[src/rtl/score_bcd_counter_pkg.sv]
// Shared types and constants for the BCD score keeper.
// Used by score_bcd_counter and its per-digit sub-module.
package score_bcd_counter_pkg;

   typedef enum logic [1:0] {
      IDLE = 2'b00,
      RUN  = 2'b01,
      OVER = 2'b10
   } state_t;

   localparam logic [3:0]  BCD_MAX_DIGIT = 4'd9;
   localparam int          SCORE_DIGITS  = 4;
   localparam logic [15:0] SCORE_MAX     = 16'h9999;

endpackage

[src/rtl/score_bcd_counter_bcd_digit.sv]
// One decimal digit of the score: synchronous clear, increment with wrap 9->0.
// carry is combinational so a chain of digits ripples within one cycle.
module score_bcd_counter_bcd_digit
   import score_bcd_counter_pkg::*;
(
   input  logic       clk,
   input  logic       resetn,
   input  logic       clr,
   input  logic       inc,
   output logic [3:0] digit,
   output logic       carry
);

   always_ff @(posedge clk or negedge resetn) begin
      if (!resetn) begin
         digit <= 4'd0;
      end else if (clr) begin
         digit <= 4'd0;
      end else if (inc) begin
         digit <= (digit == BCD_MAX_DIGIT) ? 4'd0 : digit + 4'd1;
      end
   end

   assign carry = inc && (digit == BCD_MAX_DIGIT);

endmodule

[src/rtl/score_bcd_counter.sv]
// Game score keeper: frame divider plus a 4-digit BCD score with milestone pulse.
// Optional high-score register enabled by defining SCORE_HIGH_SCORE_EN.
//
// state | meaning
// IDLE  | powered up, waiting for first start
// RUN   | game in progress, frame ticks advance the score
// OVER  | collision seen, score frozen until next start
module score_bcd_counter
   import score_bcd_counter_pkg::*;
#(
   parameter int FRAMES_PER_POINT = 6,
   parameter int DIV_W            = 4,
   parameter int MILESTONE_DIGIT  = 2
) (
   input  logic                      clk,
   input  logic                      resetn,
   input  logic                      frame_tick,
   input  logic                      start,
   input  logic                      game_over,
   output logic [4*SCORE_DIGITS-1:0] score_bcd,
   output logic                      running,
   output logic                      over,
   output logic                      milestone,
   output logic                      saturated
`ifdef SCORE_HIGH_SCORE_EN
   ,
   output logic [4*SCORE_DIGITS-1:0] high_bcd
`endif
);

   localparam logic [DIV_W-1:0] DIV_LAST = DIV_W'(FRAMES_PER_POINT - 1);

   state_t           state_q;
   state_t           state_d;
   logic [DIV_W-1:0] div_q;
   logic             clr;
   logic             to_over;
   logic             tick_run;
   logic             point;
   logic             milestone_q;
   logic             inc [0:SCORE_DIGITS];

   always_comb begin
      state_d = state_q;
      case (state_q)
         IDLE:    if (start)     state_d = RUN;
         RUN:     if (game_over) state_d = OVER;
         OVER:    if (start)     state_d = RUN;
         default:                state_d = IDLE;
      endcase
   end

   // game_over has priority over both start and frame_tick while running
   assign clr      = ((state_q == IDLE) || (state_q == OVER)) && start;
   assign to_over  = (state_q == RUN) && game_over;
   assign tick_run = (state_q == RUN) && frame_tick && !game_over;
   assign point    = tick_run && (div_q == DIV_LAST);

   always_ff @(posedge clk or negedge resetn) begin
      if (!resetn) begin
         state_q     <= IDLE;
         div_q       <= '0;
         milestone_q <= 1'b0;
      end else begin
         state_q     <= state_d;
         milestone_q <= inc[MILESTONE_DIGIT];
         if (clr) begin
            div_q <= '0;
         end else if (tick_run) begin
            div_q <= point ? '0 : div_q + 1'b1;
         end
      end
   end

   assign saturated = (score_bcd == SCORE_MAX);
   assign inc[0]    = point && !saturated;

   for (genvar i = 0; i < SCORE_DIGITS; i++) begin : g_digit
      score_bcd_counter_bcd_digit u_digit (
         .clk    (clk),
         .resetn (resetn),
         .clr    (clr),
         .inc    (inc[i]),
         .digit  (score_bcd[4*i +: 4]),
         .carry  (inc[i+1])
      );
   end

   assign running   = (state_q == RUN);
   assign over      = (state_q == OVER);
   assign milestone = milestone_q;

`ifdef SCORE_HIGH_SCORE_EN
   // packed BCD orders the same as its unsigned value, so a plain compare works
   always_ff @(posedge clk or negedge resetn) begin
      if (!resetn) begin
         high_bcd <= '0;
      end else if (to_over && (score_bcd > high_bcd)) begin
         high_bcd <= score_bcd;
      end
   end
`endif

endmodule

[config.mk]
export PLATFORM = sky130hd
export DESIGN_NAME = score_bcd_counter
export DESIGN_NICKNAME = d
export VERILOG_FILES = /design/src/rtl/score_bcd_counter_pkg.sv /design/src/rtl/score_bcd_counter_bcd_digit.sv /design/src/rtl/score_bcd_counter.sv
export SDC_FILE = /design/constraint.sdc
export NUM_CORES = 1
export LEC_CHECK = 0
export ABC_AREA = 0
export CORE_ASPECT_RATIO = 1.75
export CORE_MARGIN = 4
export CORE_UTILIZATION = 55
export CTS_CLUSTER_DIAMETER = 50
export CTS_CLUSTER_SIZE = 30
export DETAILED_ROUTE_END_ITERATION = 10
export GPL_ROUTABILITY_DRIVEN = 0
export PLACE_DENSITY = 0.84
export SYNTH_ARGS = -nofsm -noshare
export SYNTH_HDL_FRONTEND = slang
export SYNTH_SLANG_ARGS = --single-unit
[constraint.sdc]
create_clock -name clk -period 4.3 [get_ports clk]
set_input_delay 0.645 -clock clk [delete_from_list [all_inputs] [get_ports clk]]
set_output_delay 0.645 -clock clk [all_outputs]
set_load 0.05 [all_outputs]
# --- After elaboration in Yosys (flattened, before gate mapping) ---
# Cells that the tools add are included.
op_classes:
  add_sub_neg: 5
  bitwise: 0
  mul: 0
  div_mod_pow: 0
  eq_ne: 10
  order_cmp: 0
  shift: 0
  n_mux: 18
  reduce_logical: 19
op_table:
  columns: ["op", "count"]
  rows:
  - ["4-bit two-way mux", 15]
  - ["4-bit by 1-bit adder with 4-bit output, second input constant", 5]
  - ["16-bit == test, second input constant", 1]
  - ["4-bit == test, second input constant", 4]
  - ["2-bit nonzero test", 5]
  - ["1-bit logical AND", 8]
  - ["4-bit by 3-bit == test with 1-bit output, second input constant", 1]
  - ["2-bit two-way mux", 2]
  - ["2-bit case mux with 2 select lines", 1]
  - ["2-bit by 1-bit == test with 1-bit output, second input constant", 1]
  - ["2-bit == test, second input constant", 1]
  - ["1-bit zero test", 2]
  - ["2-bit zero test", 1]
  - ["2-bit by 1-bit inequality test with 1-bit output, second input constant", 1]
  - ["2-bit inequality test, second input constant", 1]
  - ["2-bit AND reduction", 1]
  - ["2-bit OR reduction", 1]
  - ["1-bit logical OR", 1]
totals:
  wordCells: 59
  n_memories: 0
  regBits: 23
  romBits: 0
  out_inout_bits: 20
  latchBits: 0
  inputBits: 5
  ram_bits: 0

# --- Logic depth before layout (Yosys ltp) ---
depth:
  depth_word: 10
  ltp_mapped: 8
  mapped_depth_nobuf: 7

# --- By module ---
# A second synthesis with hierarchy kept.
unflattened:
  cells_unflattened: 144
  area_unflattened_um2: 1397.6
modules_own_cells:
  columns: ["module", "cells_each", "seq_area_each_um2", "instances", "area_each_um2"]
  rows:
  - ["score_bcd_counter_bcd_digit", 26, 100.1, 4, 241.5]
  - ["score_bcd_counter", 40, 175.2, 1, 431.7]

# --- Least setup slack after synthesis ---
# No wires, ideal clock.
synth_path:
  path_kind: "flip-flop to output port"
  start: "reg g_digit[0].u_digit.digit[0]"
  end: "out saturated"
  n_path_buf: 1
  arrival_ns: 1.699
  t_required_ns: 3.655
  path_slack_ns: 1.956
  path_stages_with_launch: 6
  path_cell_list: "dfrtp_1 ha_1 and3b_1 buf_2 nand4_1 inv_1"
synth_via:
  elab_chain_cells: 1
synth_lines:
  columns: ["item", "line_no", "rtl"]
  rows:
  - ["start, declared", "score_bcd_counter_bcd_digit.sv:10", "output logic [3:0] digit,"]
  - ["start signal, assigned", "score_bcd_counter_bcd_digit.sv:20", "digit <= (digit == BCD_MAX_DIGIT) ? 4'd0 : digit + 4'd1;"]
  - ["16-bit == test", "score_bcd_counter.sv:75", "assign saturated = (score_bcd == SCORE_MAX);"]
  - ["end, declared", "score_bcd_counter.sv:24", "output logic saturated"]
# No other way between the ends.

# --- Final worst setup path ---
layout_path:
  start: "reg g_digit[0].u_digit.digit[1]"
  end: "out saturated"
# The elaborated chain is that of the path after synthesis.

==> metrics.csv <==
stage,metric,value,unit
route,via count,1211,
global_routing,Overflow after GRT,0,
power_and_ir_drop,Clk pwr share,0.311,
die,Initial Util,0.586,
worst_setup_path,reg2reg start,g_digit[0].u_digit.digit[1],
clock_network,Post-CTS Hold Fix Bufs,0,
layout,n_diodes,0,
hold_path,hold depth,1,
placement,Placed Cells,190,
clock_network,Clock Latency Late Sink,0.26,ns
sta,WHS,0.552,ns
synth,Synth cell types,32,
synth,top-area cell type share of the netlist area,0.422,
global_routing,vias in the first global route,1248,
clock_network,"Reg clk slew, reported paths",0.08,ns
power_and_ir_drop,Net Switching,0.000117,W
worst_setup_path,worst setup path startpoint,g_digit[0].u_digit.digit[1],
route,Routed WL,3150,um
synth,Post-synth EDFFs,0,
worst_setup_path,Worst R2R End,g_digit[3].u_digit.digit[3],
sta,post-layout minimum cycle time,3.08,ns
layout,Syn-to-layout area delta,21.6,%
global_routing,initial antenna violation count,0,
synth,"top cells by area, synth","dfrtp_1 42%, ha_1 9.2%, a21oi_1 5.5%",
layout,Post-Layout Cell Count,194,
worst_setup_path,Setup CP Type,reg2out,
route,Antenna Nets Post-Route,0,
sta,Slew HR,0.297,
power_and_ir_drop,pwr/cell area,258,nW/um^2
worst_setup_path,Critical Path AT,2.44,ns
synth,Ys Warns,0,
synth,top_reg_cell synth,dfrtp_1,
clock_network,total CTS buffers,3,
sta,Max Freq,325,MHz
worst_setup_path,R2R cell count,6,
clock_network,CTS root buf,clkbuf_8,
sta,# setup viols final,0,
clock_network,TritonCTS clock tree,built,
synth,sequential share of the synthesized area,0.422,
worst_setup_path,Setup crit end kind,primary output,
die,Total Die Area,3370,sq um
placement,Port-buffer cells,24,
power_and_ir_drop,logic gate share of total power,0.150,
die,IO Pins,25,
worst_setup_path,Critical Path RT,3.65,ns
global_routing,largest net degree at the start of global routing,24,
global_routing,Overall Global Routing Usage,0.220,
clock_network,post_cts resized,0,
sta,setup TNS,0,ns
clock_network,# H-tree levels,1,
sta,final hold vios,0,
synth,ys async rst share,1.00,
layout,layout cells sized above 1,0.0296,
die,Die Height,73.9,um
power_and_ir_drop,Leak,0.703,nW
synth,Cells after Synth,145,
die,core area,2330,sq um
power_and_ir_drop,switching share of power,0.274,
route,Detailed Route Iter0 Violations,37,
worst_setup_path,crit path max fanout,6,
worst_setup_path,Critical Path End,saturated,
route,DR DRC count,0,
sta,RSZ-0062 raised after global routing,no,
power_and_ir_drop,Pint,0.000311,W
die,die width,45.7,um
global_routing,first-pass GRT wire length,5620,um
synth,"Net Count, Synth",160,
clock_network,Clock Tree Buf Depth,2,
layout,fin nets,185,
sta,Tcrit/Tclk final,0.717,
synth,Mapped Avg Cell Area,9.41,sq um
power_and_ir_drop,Max VDD drop,0.000264,V
route,DR WL/cell,16.3,um
hold_path,Hold Path Class,reg2reg,
sta,Worst Tran Pin Value,1.05,ns
worst_setup_path,Critical Path Start Type,register,
clock_network,setup bufs post-CTS,0,
worst_setup_path,FF-to-FF setup slack,2.29,ns
route,vias per cell,6.24,
die,Rows,23,
route,Pre-antenna DRT Iters,4,
sta,Layout Skew,0.00159,ns
outcome,status,completed,
placement,final HPWL from detailed placement,2380,um
job,Max-cap violations,0,
clock_network,Sink Count,23,
synth,Netlist Area Pre-Place,1370,sq um
synth,largest area contributor in the netlist,dfrtp_1,
sta,max-slew violations,0,
synth,"flops & latches, synth",23,
power_and_ir_drop,Flop pwr share,0.539,
==> routing by layer <==
metal  share of wire  vias up  wire [um]  GRT usage
met5               0        -          0          0
met3           0.041        7        130     0.0319
met2            0.57       31       1810      0.397
met1            0.36      594       1150      0.247
met4           0.019        0         61     0.0879
li1                -      579          -          -
==> power by group through the flow <==
stage	logic [W]	registers (W)	clock network [W]
3_5_place_dp	0.0000657	0.000236	0
4_1_cts	0.0000659	0.000231	0.000137
6_report	0.0000645	0.000231	0.000133
5_1_grt	0.0000717	0.000233	0.000149
2_1_floorplan	0.0000415	0.000233	0
3_3_place_gp	0.0000636	0.000235	0
==> worst max-delay path: stages (launching register included) <==
cell and delay [ns]:
dfrtp_1 0.43, inv_1 0.08, ha_1 0.16, and3b_1 0.32, nand4_1 0.19, inv_1 0.15, clkdlybuf4s50_1 0.83
==> cells in the final DEF, fill, tap and decap left out <==
cell type         n
or2b_1            1
o211ai_1          1
nand4_1           2
nand2_1           6
clkbuf_1          1
a21oi_1          15
and3_1            2
clkbuf_8          3
ha_1             10
clkdlybuf4s50_1  24
a22o_1            1
o31ai_1           4
o21ai_0          12
nand4_4           1
or4_1             3
nor2b_1           1
nor2_1            7
nand4bb_1         1
nor3_1            4
nand3b_1          6
nand2b_1          1
o22ai_1           1
dfrtp_1          23
a311oi_1          2
a41oi_1           1
nand3_1           6
and4bb_4          1
inv_1            10
and2_1            1
or3_1            10
and3b_1           5
a31oi_1           3
==> cell usage after synthesis, types with 2 or more instances <==
master,n
nand2_1,6
nand3_1,6
inv_1,10
and3b_1,5
a31oi_1,3
o21ai_0,12
and3_1,2
ha_1,10
o31ai_1,4
nor3_1,4
dfrtp_1,23
a311oi_1,2
or4_1,3
buf_2,2
nor2_1,7
nand4_1,2
a21oi_1,15
or3_1,10
nand3b_1,6
==> cell type report <==
type	count	area, sq um
well taps	25	31.3
fillers	178	671
clock buffers	4	45.0
inverters	10	37.5
multi-input cells	108	731
repair buffers	24	240
flip-flops and latches	23	576
==> cells by family after synthesis <==
logic type      synth area share
compound gates             0.170
flops                      0.422
buf+inv                   0.0431
simple gates               0.273
fa+ha+maj                 0.0917
==> flip-flops by register name, summed over array words and instances (netlist names) <==
name and count:
milestone 1, div_q 4, state_q 2, g_digit.u_digit.digit 16
==> per-stage QoR <==
stage / total power [W] / util / setup WS, ns / cell area, sq um
4_1_cts: 0.000435 / 0.712 / 1.24 / 1660
5_1_grt: 0.000454 / 0.712 / 1.13 / 1660
3_3_place_gp: 0.000299 / 0.693 / 1.65 / 1620
3_5_place_dp: 0.000302 / 0.693 / 1.56 / 1620
6_report: 0.000429 / 0.712 / 1.22 / 1660
2_1_floorplan: 0.000274 / - / 1.96 / 1370
==> worst min path at each step <==
stage,start,to,slack (ns)
6_report,g_digit[0].u_digit.digit[3],g_digit[0].u_digit.digit[3],0.55
4_1_cts,g_digit[0].u_digit.digit[3],g_digit[0].u_digit.digit[3],0.55
3_3_place_gp,g_digit[0].u_digit.digit[3],g_digit[0].u_digit.digit[3],0.52
3_5_place_dp,g_digit[0].u_digit.digit[3],g_digit[0].u_digit.digit[3],0.53
5_1_grt,div_q[3],div_q[3],0.60
2_1_floorplan,resetn,div_q[0],0.35
No activity file was read; power rests on OpenSTA's default activity.
